File: config.mk
export PLATFORM = sky130hd
export DESIGN_NAME = det_seq
export DESIGN_NICKNAME = d
export VERILOG_FILES = /design/src/rtl/det_seq.sv
export SDC_FILE = /design/constraint.sdc
export NUM_CORES = 1
export LEC_CHECK = 0
export CAP_MARGIN = 20
export CORE_UTILIZATION = 30
export DETAILED_ROUTE_END_ITERATION = 8
export GPL_TIMING_DRIVEN = 1
export HOLD_SLACK_MARGIN = 0.1
export PLACE_DENSITY = 0.52
export RECOVER_POWER = 25
export SLEW_MARGIN = 10
export SYNTH_ARGS = -nofsm -noshare
export SYNTH_HDL_FRONTEND = slang
export SYNTH_SLANG_ARGS = --single-unit
File: constraint.sdc
create_clock -name clk -period 20.5 [get_ports clk]
set_clock_uncertainty 0.15 [all_clocks]
set_input_delay 4.1 -clock clk [delete_from_list [all_inputs] [get_ports clk]]
set_output_delay 4.1 -clock clk [all_outputs]
set_load 0.02 [all_outputs]
File: src/rtl/det_seq.sv
// Sequential signed 2x2/3x3 determinant: one cofactor product per clock into a
// full-width accumulator, then a wrapped or clamped narrow result.
//   state | meaning
//   IDLE  | waiting for start
//   CALC  | accumulating term k each clock
//   DONE  | one-cycle result strobe; start here chains the next operation
module det_seq #(
  parameter int DW  = 8,
  parameter int OW  = 8,
  parameter int SAT = 0
) (
  input  logic              clk,
  input  logic              rst,
  input  logic              start,
  input  logic              size,
  input  logic [9*DW-1:0]   m,
  output logic              busy,
  output logic              done,
  output logic [OW-1:0]     det,
  output logic [3*DW+2:0]   det_full,
  output logic              ovf
);

  localparam int FW = 3*DW+3;
  localparam logic signed [FW-1:0] MAXV = {{(FW-OW+1){1'b0}}, {(OW-1){1'b1}}};
  localparam logic signed [FW-1:0] MINV = {{(FW-OW+1){1'b1}}, {(OW-1){1'b0}}};
  localparam logic signed [FW-1:0] ONE  = {{(FW-1){1'b0}}, 1'b1};

  typedef enum logic [1:0] {IDLE, CALC, DONE} state_t;

  state_t                 state, state_nxt;
  logic [9*DW-1:0]        m_q;
  logic                   size_q;
  logic [2:0]             k;
  logic signed [FW-1:0]   acc;

  logic signed [DW-1:0]   a [9];
  logic [2:0]             t;
  logic [3:0]             i0, i1, i2;
  logic signed [FW-1:0]   fa, fb, fc, prod, term, acc_nxt;
  logic                   last, ovf_nxt;
  logic [OW-1:0]          det_nxt;

  for (genvar i = 0; i < 9; i++) begin : g_elem
    assign a[i] = m_q[(8-i)*DW +: DW];
  end

  // 2x2 reuses the 3x3 k0 and k4 index sets with the third factor forced to +1
  always_comb begin
    t = size_q ? k : ((k == 3'd0) ? 3'd0 : 3'd4);
    i0 = 4'd0; i1 = 4'd4; i2 = 4'd8;
    case (t)
      3'd0: begin i0 = 4'd0; i1 = 4'd4; i2 = 4'd8; end
      3'd1: begin i0 = 4'd1; i1 = 4'd5; i2 = 4'd6; end
      3'd2: begin i0 = 4'd2; i1 = 4'd3; i2 = 4'd7; end
      3'd3: begin i0 = 4'd2; i1 = 4'd4; i2 = 4'd6; end
      3'd4: begin i0 = 4'd1; i1 = 4'd3; i2 = 4'd8; end
      3'd5: begin i0 = 4'd0; i1 = 4'd5; i2 = 4'd7; end
      default: begin i0 = 4'd0; i1 = 4'd4; i2 = 4'd8; end
    endcase
    fa = a[i0];
    fb = a[i1];
    fc = size_q ? FW'(a[i2]) : ONE;
    prod = fa * fb * fc;
    term = (t >= 3'd3) ? -prod : prod;
    acc_nxt = acc + term;
    last = size_q ? (k == 3'd5) : (k == 3'd1);
  end

  always_comb begin
    ovf_nxt = (acc_nxt > MAXV) || (acc_nxt < MINV);
    det_nxt = acc_nxt[OW-1:0];
    if (SAT != 0 && ovf_nxt)
      det_nxt = acc_nxt[FW-1] ? MINV[OW-1:0] : MAXV[OW-1:0];
  end

  always_comb begin
    state_nxt = state;
    case (state)
      IDLE:    if (start) state_nxt = CALC;
      CALC:    if (last) state_nxt = DONE;
      DONE:    state_nxt = start ? CALC : IDLE;
      default: state_nxt = IDLE;
    endcase
  end

  assign busy = (state == CALC);
  assign done = (state == DONE);

  always_ff @(posedge clk or posedge rst) begin
    if (rst) begin
      state    <= IDLE;
      m_q      <= '0;
      size_q   <= 1'b0;
      k        <= '0;
      acc      <= '0;
      det      <= '0;
      det_full <= '0;
      ovf      <= 1'b0;
    end else begin
      state <= state_nxt;
      if ((state == IDLE || state == DONE) && start) begin
        m_q    <= m;
        size_q <= size;
        acc    <= '0;
        k      <= '0;
      end else if (state == CALC) begin
        acc <= acc_nxt;
        k   <= k + 3'd1;
        if (last) begin
          det_full <= acc_nxt;
          det      <= det_nxt;
          ovf      <= ovf_nxt;
        end
      end
    end
  end

endmodule

After elaboration in Yosys (flattened, before gate mapping)
Cells that the tools add are included.
- register bits after elaboration: 141
- output and inout port bits: 38
- word-level logic and storage cells: 73
- add/subtract/negate cells: 3
- multiply operators: 2
- magnitude comparators: 6
- eq/ne operators: 11
- muxes and demuxes: 25
- bitwise logic cells: 4
- reduce and logical (&&, ||, !) cells: 14
- operators by type and width (cell ; count):
    27-bit 2-to-1 mux ; 4
    8-bit binary-select mux with 4-bit select ; 3
    8-bit 2-to-1 mux ; 6
    27-bit adder ; 1
    27-bit by 8-bit > comparator with 1-bit output (second input constant) ; 1
    27-bit by 8-bit less-than comparator with 1-bit output (second input constant) ; 1
    16-bit by 27-bit multiplier with 27-bit output ; 1
    27-bit negator ; 1
    8-bit by 8-bit multiplier with 16-bit output ; 1
    5-bit greater-or-equal comparator (second input constant) ; 3
    4-bit inverter with 5-bit output ; 3
    3-bit 2-to-1 mux ; 4
    2-bit OR reduction ; 6
    3-bit == test (second input constant) ; 3
    4-bit case mux with 2 select lines ; 1
    3-bit by 1-bit == test with 1-bit output (second input constant) ; 2
    3-bit by 2-bit == test with 1-bit output (second input constant) ; 2
    2-bit case mux with 3 select lines ; 1
    3-bit case mux with 2 select lines ; 1
    2-bit 2-to-1 mux ; 2
    2-bit case mux with 2 select lines ; 1
    3-bit by 1-bit adder with 3-bit output (second input constant) ; 1
    3-bit by 2-bit greater-or-equal comparator with 1-bit output (second input constant) ; 1
    3-bit zero test ; 1
    other kinds (12) ; 14

Longest topological paths before layout
Gate-level depths: netlist of the first run.
- depth in word-level cells: 17
- gate-level depth with buffers: 60
- gate-level depth less buffers: 58

Worst setup path after synthesis of the first run
Ideal clock, no wire load.
- kind: register -> register
- start point: register k[0]
- end point: register ovf
- library setup time: 130 ps
- arrival: 13768 ps
- path slack: 6452 ps
- cell stages (with the launch flop): 55
- buffers on the path: 2
- clock period less this slack: 14048 ps
- cell sequence: dfrtp_1 > buf_4 > inv_1 > ha_1 > a21oi_2 > nor2_1 > mux2i_1 > nor2_1 > a21oi_1 > nor2_1 > fa_1 > inv_1 > fa_1 > inv_1 > fa_1 > inv_1 > fa_1 > inv_1 > [... 19 more ...] > inv_1 > ha_1 > a21oi_1 > o21ai_0 > nor2_1 > a211oi_1 > nor2_1 > a41oi_1 > xor2_1 > ha_1 > a2111oi_0 > o311a_1 > a21oi_1 > or2_2 > a311o_1 > a221o_1 > a2111oi_2 > nor3_1
- word-level cells in the longest chain between the ends: 17
- elaborated cells between the ends (all ways): 43
- classes of those cells: add/sub: 2; mul: 2; order compare: 3; eq/ne: 7; mux: 17; bitwise: 3; reduce/logical: 9
- RTL lines (element ; RTL line ; source):
    start: declaration ; 34 ; logic [2:0] k;
    start signal: assignment ; 109 ; k <= k + 3'd1;
    3-bit zero test ; 50 ; t = size_q ? k : ((k == 3'd0) ? 3'd0 : 3'd4);
    3-bit 2-to-1 mux (2 in series) ; 50 ;
    3-bit by 1-bit == test with 1-bit output (tied with other cells) ; 52 ; case (t)
    2-bit OR reduction (no line) ; - ;
    2-bit case mux with 2 select lines (tied with other cells) ; 52 ;
    4-bit inverter with 5-bit output (on tied branches) ; 61, 62, 63 ;
    8-bit binary-select mux with 4-bit select (on tied branches) ; 61, 62, 63 ;
    8-bit 2-to-1 mux (on tied branches) (2 in series) ; 61, 62, 63 ;
    8-bit by 8-bit multiplier with 16-bit output or 27-bit 2-to-1 mux (tied branches) ; 64, 63 ;
    16-bit by 27-bit multiplier with 27-bit output ; 64 ; prod = fa * fb * fc;
    27-bit negator ; 65 ; term = (t >= 3'd3) ? -prod : prod;
    27-bit 2-to-1 mux ; 65 ;
    27-bit adder ; 66 ; acc_nxt = acc + term;
    27-bit by 8-bit > comparator with 1-bit output or 27-bit by 8-bit less-than comparator with 1-bit output (tied branches) ; 71 ; ovf_nxt = (acc_nxt > MAXV) || (acc_nxt < MINV);
    1-bit logical OR ; 71 ;
    end signal: assignment ; 113 ; ovf <= ovf_nxt;
    end: declaration ; 21 ; output logic ovf
Several ways; a longest one is shown, not always the timed one. The select of a mux whose other input is x is not followed.
A chain may end at the register's enable or synchronous reset.

Final worst setup path of the first run
Same ends and word-level chain as after synthesis.

==> results.yml, run 1 <==
run_status:
  status: "finished with violations"
  violations: "max-capacitance violations, max-slew violations"
routing:
  wl_um: 42370
  via_count: 12900
  dr.pass1.iters: 5
  wl_per_cell_um: 15.75
  via_per_inst: 4.795
  drt.antenna.violating_nets: 0
  drcViolationCount: 0
  first_iter_violations: 793
setup_path:
  worst-r2r-cell-count: 53
  setup.worst_path.class: "reg -> reg"
  critPathMaxFanout: 13
  critPathLaunchType: "flip-flop"
  r2r-end: "ovf$_DFFE_PP0P_"
  worst_setup_path_end_kind: "flip-flop"
  r2r-start: "k[0]$_DFFE_PP0P_"
  critPathMaxStageDelay_ps: 650
  rrSetupSlack_ps: 4690
  cp_slowest_cell: "a21oi_1"
  crit_arrival_ps: 15980
  critPathRequiredTime_ps: 20670
  crit_top_cell: "fa_1"
die:
  die-width_um: 240.5
  coreArea_um2: 56280
  ios: 114
  die_height_um: 240.5
  start_util: 0.3033
  dieArea_um2: 57850
  num_rows: 87
clock_network:
  cts_repair_resize_count: 0
  clock_sinks: 133
  cts_max_path_buffers: 2
  htreeDepth: 4
  cts.clk_slew.worst_paths_ps: 70
  cts-buffers-inserted: 17
  cts_tree: "yes"
  ctsRootBufferMaster: "clkbuf_16"
  insertion_delay_ps: 450
  ctsHoldBuffers: 0
  cts_setup_buffers: 0
yosys:
  ys_warn_count: 0
  ys.flop_type: "dfrtp_1"
  syn_nets: 2263
  synth_cells: 1838
  yosysMostFrequentCell: "inv_1"
  synth.distinct_cells: 89
  yosysSeqAreaShare: 0.1950
  synth_seq_cells: 133
  synth_area_leaders: "fa_1 (26%), dfrtp_1 (19%), ha_1 (9.5%)"
  synthTopCellsByCount: "inv_1 (311), fa_1 (220), nand2_1 (189)"
  netlist_area_um2: 17070
  avgSynthCellArea_um2: 9.287
  async_flop_share: 1.000
  yosysTopAreaCellShare: 0.2580
  yosys.area.top_type: "fa_1"
  synth_edf_count: 0
timing:
  hold_violations: 0
  drv_slew: 187
  worst_slack_ps: 4692
  fin_crit_ps: 15810
  worst_pin_slew_ps: 4015
  period_share: 0.7711
  rsz0062_at_grt: "false"
  slew_headroom: -1.677
  fmax_mhz: 63.26
  setup_violations: 0
  setup_tns_ps: 0
layout:
  drive_gt1_frac: 0.08480
  nets: 2346
  area.growth.synth_to_final_pct: 14.69
  antennaDiodeCount: 0
worst_hold_path:
  min_path_type: "reg -> reg"
  whs_path_depth: 2
  whs_endpoint: "det_full[25]$_DFFE_PP0P_"
  holdCritStartpoint: "det_full[25]$_DFFE_PP0P_"
placed_design:
  routabilityCongestion: 0.8550
  place_hpwl_um: 35540
  io_buffers: 113
  place_ws_ps: 4888
global_route:
  track_usage: 0.1503
  grt_pass1_wl_um: 69400
  grt_start_max_net_pins: 77
  antenna_found_initial: 0
  first_global_vias: 13310
  grt_remaining_overflow: 0
run:
  maxCapViolCount: 3
worst max-delay path by stage:
stage | startpoint | end | slack, ps
global placement | k[0]$_DFFE_PP0P_ | ovf$_DFFE_PP0P_ | 5240
floorplan | k[0]$_DFFE_PP0P_ | ovf$_DFFE_PP0P_ | 6450
CTS | k[0]$_DFFE_PP0P_ | ovf$_DFFE_PP0P_ | 4800
global route | k[0]$_DFFE_PP0P_ | ovf$_DFFE_PP0P_ | 3740
detailed placement | k[0]$_DFFE_PP0P_ | ovf$_DFFE_PP0P_ | 4890
finish | k[0]$_DFFE_PP0P_ | ovf$_DFFE_PP0P_ | 4690
critical path, delay by kind of cell, from the launching register on:
family | cells | cell delay (ps)
fa+ha+maj | 14 | 5790
xor+xnor | 1 | 190
simple gates | 7 | 1390
flops | 1 | 540
compound gates | 22 | 6680
buf+inv | 8 | 620
mux | 1 | 270
cells in the final DEF, fill, tap and decap left out, types with 7 or more instances in the layout:
cell type	netlist	final
nand4_1	9	9
o21ai_0	65	65
o21bai_1	11	11
o21a_1	7	7
a22o_1	16	16
buf_4	11	7
fa_1	220	220
o211ai_1	9	9
a21o_1	23	23
dfrtp_1	133	133
nand3b_1	7	7
and3_1	26	26
clkbuf_16	0	17
nor2_1	132	132
a31oi_1	10	10
nor3_1	13	13
xor2_1	27	27
xnor2_1	56	56
nor2b_1	15	14
and2_1	22	21
nand3_1	13	13
a211oi_1	9	9
mux2_2	76	76
inv_1	311	310
clkdlybuf4s50_1	0	109
or3_1	13	13
nand2b_1	17	17
nand2_1	189	189
a21oi_1	71	71
or2_2	23	23
mux2i_1	23	23
o21ai_1	12	12
ha_1	129	129
per-layer routing:
layer / part of all wire / routed length (um) / global-route usage
met1: 0.48 / 20360 / 0.2117
met2: 0.48 / 20140 / 0.2433
met3: 0.031 / 1334 / 0.01784
met4: 0.013 / 542 / 0.03937
met5: 0 / 0 / 0
cell type report:
cell class | instances | area (um2)
flip-flops and latches | 133 | 3328
fillers | 5844 | 36700
repair buffers | 123 | 1195
well taps | 756 | 945.9
clock buffers | 17 | 425.4
clock inverters | 15 | 209.0
inverters | 313 | 1177
multi-input cells | 1333 | 12300
flip-flops by register name, summed over array words and instances, names as in the netlist:
register	count
ovf	1
acc	27
det_full	20
k	3
size_q	1
state	2
a	72
det	7
cells by family after synthesis:
kind of cell	after synthesis	synth area share
DFF	133	0.1950
muxes	100	0.06495
adders and majority gates	349	0.3526
and+or+nand+nor	508	0.1434
xor gates and xnor gates	83	0.04259
AOI/OAI and AO/OA	293	0.1164
buffers and inverters	372	0.08510
metrics by stage:
step / hold slack [ps] / cell area, um2 / cells / util
2_1_floorplan: 306.3 / 17070 / 1838 / -
3_3_place_gp: 312.5 / 18960 / 2658 / 0.3369
3_5_place_dp: 321.4 / 18960 / 2658 / 0.3369
4_1_cts: 338.9 / 19590 / 2690 / 0.3482
5_1_grt: 355.0 / 19580 / 2690 / 0.3479
6_report: 334.1 / 19580 / 2690 / 0.3479
Power of run 1 is left out: the tool's default activity adds up to more than one toggle a clock period on the data nets, which glitch-free logic cannot reach.
==> run 2, diff against run 1 <==
Clock period 20.5 ns to 14.6 ns, I/O delays scaled along.
==> run 2 against run 1 <==
  * Hold slack got worse by 7.3 ps
  * Design area increased by 2.4%
  * Wire length increased by 1.8%
  * Critical path depth unchanged
  * Count of clock-buffer cells in the layout unchanged
  * Cell count increased by 1.3%
  * Via count increased by 2.3%
  * The flow still finishes with violations (max-capacitance violations, max-slew violations)
  * Fmax increased by 13%
  * Die area unchanged
==> results.yml, run 2 (synthesis gave the netlist of run 1 again) <==
routing:
  via_per_inst: 4.846
  via_count: 13200
  dr.pass1.iters: 6
  drcViolationCount: 0
  wl_per_cell_um: 15.83
  drt.antenna.violating_nets: 0
  first_iter_violations: 664
  wl_um: 43120
setup_path:
  crit_arrival_ps: 14160
  cp_slowest_cell: "fa_1"
  critPathMaxFanout: 9
  critPathLaunchType: "flip-flop"
  worst_setup_path_end_kind: "flip-flop"
  setup.worst_path.class: "reg -> reg"
  crit_top_cell: "fa_1"
  critPathRequiredTime_ps: 14780
  critPathMaxStageDelay_ps: 560
die:
  num_rows: 87
  start_util: 0.3033
  die-width_um: 240.5
  coreArea_um2: 56280
  die_height_um: 240.5
  ios: 114
  dieArea_um2: 57850
layout:
  area.growth.synth_to_final_pct: 17.42
  design_area_um2: 20040
  largest_register_ffs: 72
  antennaDiodeCount: 0
  drive_gt1_frac: 0.1189
  mostFrequentLayoutCell: "inv_1"
  layout.cells.non_filler: 2724
  nets: 2380
  mostFrequentLayoutCells: "inv_1 (310), fa_1 (220), nand2_1 (189)"
placed_design:
  place_hpwl_um: 35710
  placedInstanceArea_um2: 19160
  placedCellCount: 2685
  io_buffers: 113
  routabilityCongestion: 0.8644
timing:
  hold_violations: 0
  period_share: 0.9576
  fmax_mhz: 71.52
  setup_violations: 0
  slew_headroom: -1.718
  worst_pin_slew_ps: 4076
  fin_crit_ps: 13980
  drv_slew: 187
run:
  maxCapViolCount: 3
clock_network:
  cts_tree: "yes"
  ctsHoldBuffers: 0
  cts.clk_slew.worst_paths_ps: 70
  cts_max_path_buffers: 2
  clock_sinks: 133
  cts-buffers-inserted: 17
  ctsRootBufferMaster: "clkbuf_16"
  insertion_delay_ps: 450
  htreeDepth: 4
global_route:
  track_usage: 0.1522
  antenna_found_initial: 1
  first_global_vias: 13700
  grt_pass1_wl_um: 70790
  grt_start_max_net_pins: 77
  grt_remaining_overflow: 0
run_status:
  status: "finished with violations"
  violations: "max-capacitance violations, max-slew violations"
worst_hold_path:
  min_path_type: "reg -> reg"
==> run 2: cell types whose count changed in the layout (fill, tap and decap cells not counted), moves of 5 or more <==
| cell | before | now |
|---|---|---|
| buf_4 | 7 | 41 |
| a21oi_1 | 71 | 62 |
| xnor2_1 | 56 | 51 |
| a21oi_2 | 2 | 9 |
| ha_1 | 129 | 124 |
| xnor2_2 | 0 | 5 |
==> run 2: final cells by class <==
type / instances / area (um2)
Timing Repair Buffer: 157 / 1450
Fill cell: 5771 / 36230
Sequential cell: 133 / 3328
Multi-Input combinational cell: 1333 / 12540
Clock buffer: 17 / 425.4
Clock inverter: 15 / 176.4
Tap cell: 756 / 945.9
Inverter: 313 / 1177
==> run 2: worst paths after layout <==
check                                    startpoint                        to  slack, ps  cells past startpoint
max in group asynchronous                       rst  det_full[15]$_DFFE_PP0P_       8800                      3
max reg2reg                        k[1]$_DFFE_PP0P_           ovf$_DFFE_PP0P_        620                     53
max                                k[1]$_DFFE_PP0P_           ovf$_DFFE_PP0P_        620                     53
min reg2reg                det_full[25]$_DFFE_PP0P_  det_full[25]$_DFFE_PP0P_        330                      2
min                        det_full[25]$_DFFE_PP0P_  det_full[25]$_DFFE_PP0P_        330                      2
min in group asynchronous                       rst          a[9]$_DFFE_PP0P_       3620                      2
==> run 2: metal layers <==
layer / wire, um / share of wire / vias to the layer above / GRT usage
li1: - / - / 6234 / -
met1: 20240 / 0.47 / 6681 / 0.2096
met2: 20700 / 0.48 / 242 / 0.2502
met3: 1628 / 0.038 / 44 / 0.02288
met4: 557 / 0.013 / 0 / 0.03571
met5: 0 / 0 / - / 0
==> run 2: per-stage QoR <==
| stage | util | TNS, ps | hold slack, ps | setup slack (ps) |
|---|---|---|---|---|
| after CTS | 0.3517 | 0 | 335.4 | 14.45 |
| after floorplan | - | 0 | 306.3 | 551.9 |
| after detailed placement | 0.3405 | -631.3 | 318.0 | -328.6 |
| final | 0.3561 | 0 | 326.8 | 618.6 |
| after global placement | 0.3405 | -18.99 | 311.4 | -18.99 |
| after global routing | 0.3561 | -118.2 | 369.7 | -118.2 |
==> run 2: critical path, delay by kind of cell, from the launching register on <==
kind | cells | cell delay [ps]
XOR/XNOR | 2 | 580
flip-flops | 1 | 360
AO/OA/AOI/OAI | 19 | 3710
buffers and inverters | 9 | 890
AND/OR/NAND/NOR | 9 | 1910
adder cells (fa/ha/maj) | 14 | 6250
==> run 2: repair_timing <==
| action | in CTS | in global routing |
|---|---|---|
| buffers inserted | 0 | 7 |
| pin swaps | 0 | 11 |
| resized for setup | 9 | 44 |
| endpoints found under the setup margin | 4 | 8 |
Power of run 2 is left out for the same reason.
==> run 3, diff against run 2 <==
Settings changed: CORE_ASPECT_RATIO set to 0.7.
==> run 3 against run 2 <==
  * The run still ends with max-capacitance violations, max-slew violations left
  * Register-to-register slack is essentially flat
  * Non-clock buffer count increased by 9
  * First-iteration DRC count rose by 10%
  * Global-route usage up 0.48 points
  * Hold slack worse by 5.6 ps
  * Critical path depth increased by 1
  * Die area is essentially flat
  * Design area fell by 0.64%
  * Critical endpoint unchanged
==> results.yml, run 3 (synthesis gave the netlist of run 1 again) <==
layout:
  antennaDiodeCount: 0
  nets: 2389
  drive_gt1_frac: 0.1153
  mostFrequentLayoutCells: "inv_1 (310), fa_1 (220), nand2_1 (189)"
  layout.cells.non_filler: 2717
  mostFrequentLayoutCell: "inv_1"
  area.growth.synth_to_final_pct: 16.67
  largest_register_ffs: 72
clock_network:
  cts_tree: "yes"
  ctsRootBufferMaster: "clkbuf_16"
  cts-buffers-inserted: 17
  htreeDepth: 4
  cts.clk_slew.worst_paths_ps: 60
  cts_max_path_buffers: 2
  insertion_delay_ps: 440
  clock_sinks: 133
global_route:
  grt_remaining_overflow: 0
  grt_pass1_wl_um: 72570
  grt_start_max_net_pins: 77
  track_usage: 0.1570
  first_global_vias: 13350
  antenna_found_initial: 0
routing:
  drcViolationCount: 0
  via_per_inst: 4.894
  wl_per_cell_um: 16.35
  wl_um: 44420
  first_iter_violations: 733
  via_count: 13300
  dr.pass1.iters: 5
  drt.antenna.violating_nets: 0
timing:
  period_share: 0.9585
  fmax_mhz: 71.46
  drv_slew: 176
  fin_crit_ps: 13990
  setup_tns_ps: 0
  slew_headroom: -1.795
  hold_violations: 0
  setup_violations: 0
  worst_pin_slew_ps: 4192
die:
  die-width_um: 287.1
  coreArea_um2: 55670
  die_height_um: 201.6
  start_util: 0.3066
  dieArea_um2: 57870
  num_rows: 72
  ios: 114
run_status:
  violations: "max-capacitance violations, max-slew violations"
  status: "finished with violations"
setup_path:
  crit_arrival_ps: 14170
  setup.worst_path.class: "reg -> reg"
  crit_top_cell: "fa_1"
  rrSetupSlack_ps: 610
  critPathRequiredTime_ps: 14770
  cp_slowest_cell: "fa_1"
  critPathLaunchType: "flip-flop"
  critPathMaxStageDelay_ps: 560
  worst_setup_path_end_kind: "flip-flop"
  critPathMaxFanout: 12
placed_design:
  io_buffers: 113
  place_hpwl_um: 37180
  routabilityCongestion: 0.8983
  placedCellCount: 2678
worst_hold_path:
  min_path_type: "reg -> reg"
run:
  maxCapViolCount: 3
-- run 3: changes by cell type in the layout (fill, tap and decap cells not counted), moves of 3 or more --
| cell | previous run | this run |
|---|---|---|
| a2111oi_4 | 4 | 1 |
| buf_4 | 41 | 48 |
| clkdlybuf4s50_1 | 110 | 98 |
| dlygate4sd3_1 | 3 | 15 |
| inv_8 | 4 | 0 |
| o21ai_0 | 61 | 64 |
| o21ai_1 | 13 | 10 |
| xnor2_1 | 51 | 54 |
| xnor2_2 | 5 | 2 |
-- run 3: per-layer routing --
| layer | vias up | GRT usage | routed length [um] | share of wire |
|---|---|---|---|---|
| met1 | 6736 | 0.2520 | 23300 | 0.52 |
| met2 | 286 | 0.2139 | 18280 | 0.41 |
| li1 | 6256 | - | - | - |
| met4 | 0 | 0.02546 | 348 | 0.0078 |
| met3 | 18 | 0.03141 | 2494 | 0.056 |
| met5 | - | 0 | 0 | 0 |
-- run 3: per-stage QoR --
| step | setup WS, ps | utilization | hold WS (ps) | instance area, um2 |
|---|---|---|---|---|
| after floorplan | 551.9 | - | 306.3 | 17070 |
| after global placement | -135.1 | 0.3450 | 315.0 | 19210 |
| after detailed placement | -302.9 | 0.3450 | 316.6 | 19210 |
| after CTS | 3.838 | 0.3550 | 333.6 | 19760 |
| after global routing | -56.76 | 0.3577 | 347.3 | 19910 |
| final | 605.8 | 0.3577 | 321.2 | 19910 |
-- run 3: repair_timing --
item / CTS / global route
setup endpoints to repair: 3 / 9
pin swaps: 0 / 7
hold buffers: 0 / 0
gates resized for setup: 4 / 30
buffers inserted: 0 / 6
cloned: 0 / 0
-- run 3: final timing paths --
kind / from / endpoint / cells past startpoint
max in group asynchronous: rst / a[29]$_DFFE_PP0P_ / 3
worst min register to register: det_full[22]$_DFFE_PP0P_ / det_full[22]$_DFFE_PP0P_ / 2
worst max-delay path: k[1]$_DFFE_PP0P_ / ovf$_DFFE_PP0P_ / 54
worst min-delay path: det_full[22]$_DFFE_PP0P_ / det_full[22]$_DFFE_PP0P_ / 2
worst max register to register: k[1]$_DFFE_PP0P_ / ovf$_DFFE_PP0P_ / 54
min in group asynchronous: rst / det[0]$_DFFE_PP0P_ / 2
-- run 3: final cells by class --
type	instances	area, um2
Inverter	313	1177
Clock buffer	20	446.7
Tap cell	740	925.9
Timing Repair Buffer	166	1525
Fill cell	5738	35760
Sequential cell	133	3328
Multi-Input combinational cell	1333	12410
Clock inverter	12	97.59
-- run 3: worst max-delay path, delay by kind of cell (launching register included) --
family / cells / cell delay [ps]
AOI/OAI and AO/OA: 16 / 2900
xor gates and xnor gates: 3 / 600
adders and majority gates: 14 / 6290
buffers and inverters: 12 / 1050
DFF: 1 / 360
muxes: 1 / 190
and+or+nand+nor: 8 / 2310
Power of run 3 is left out for the same reason.
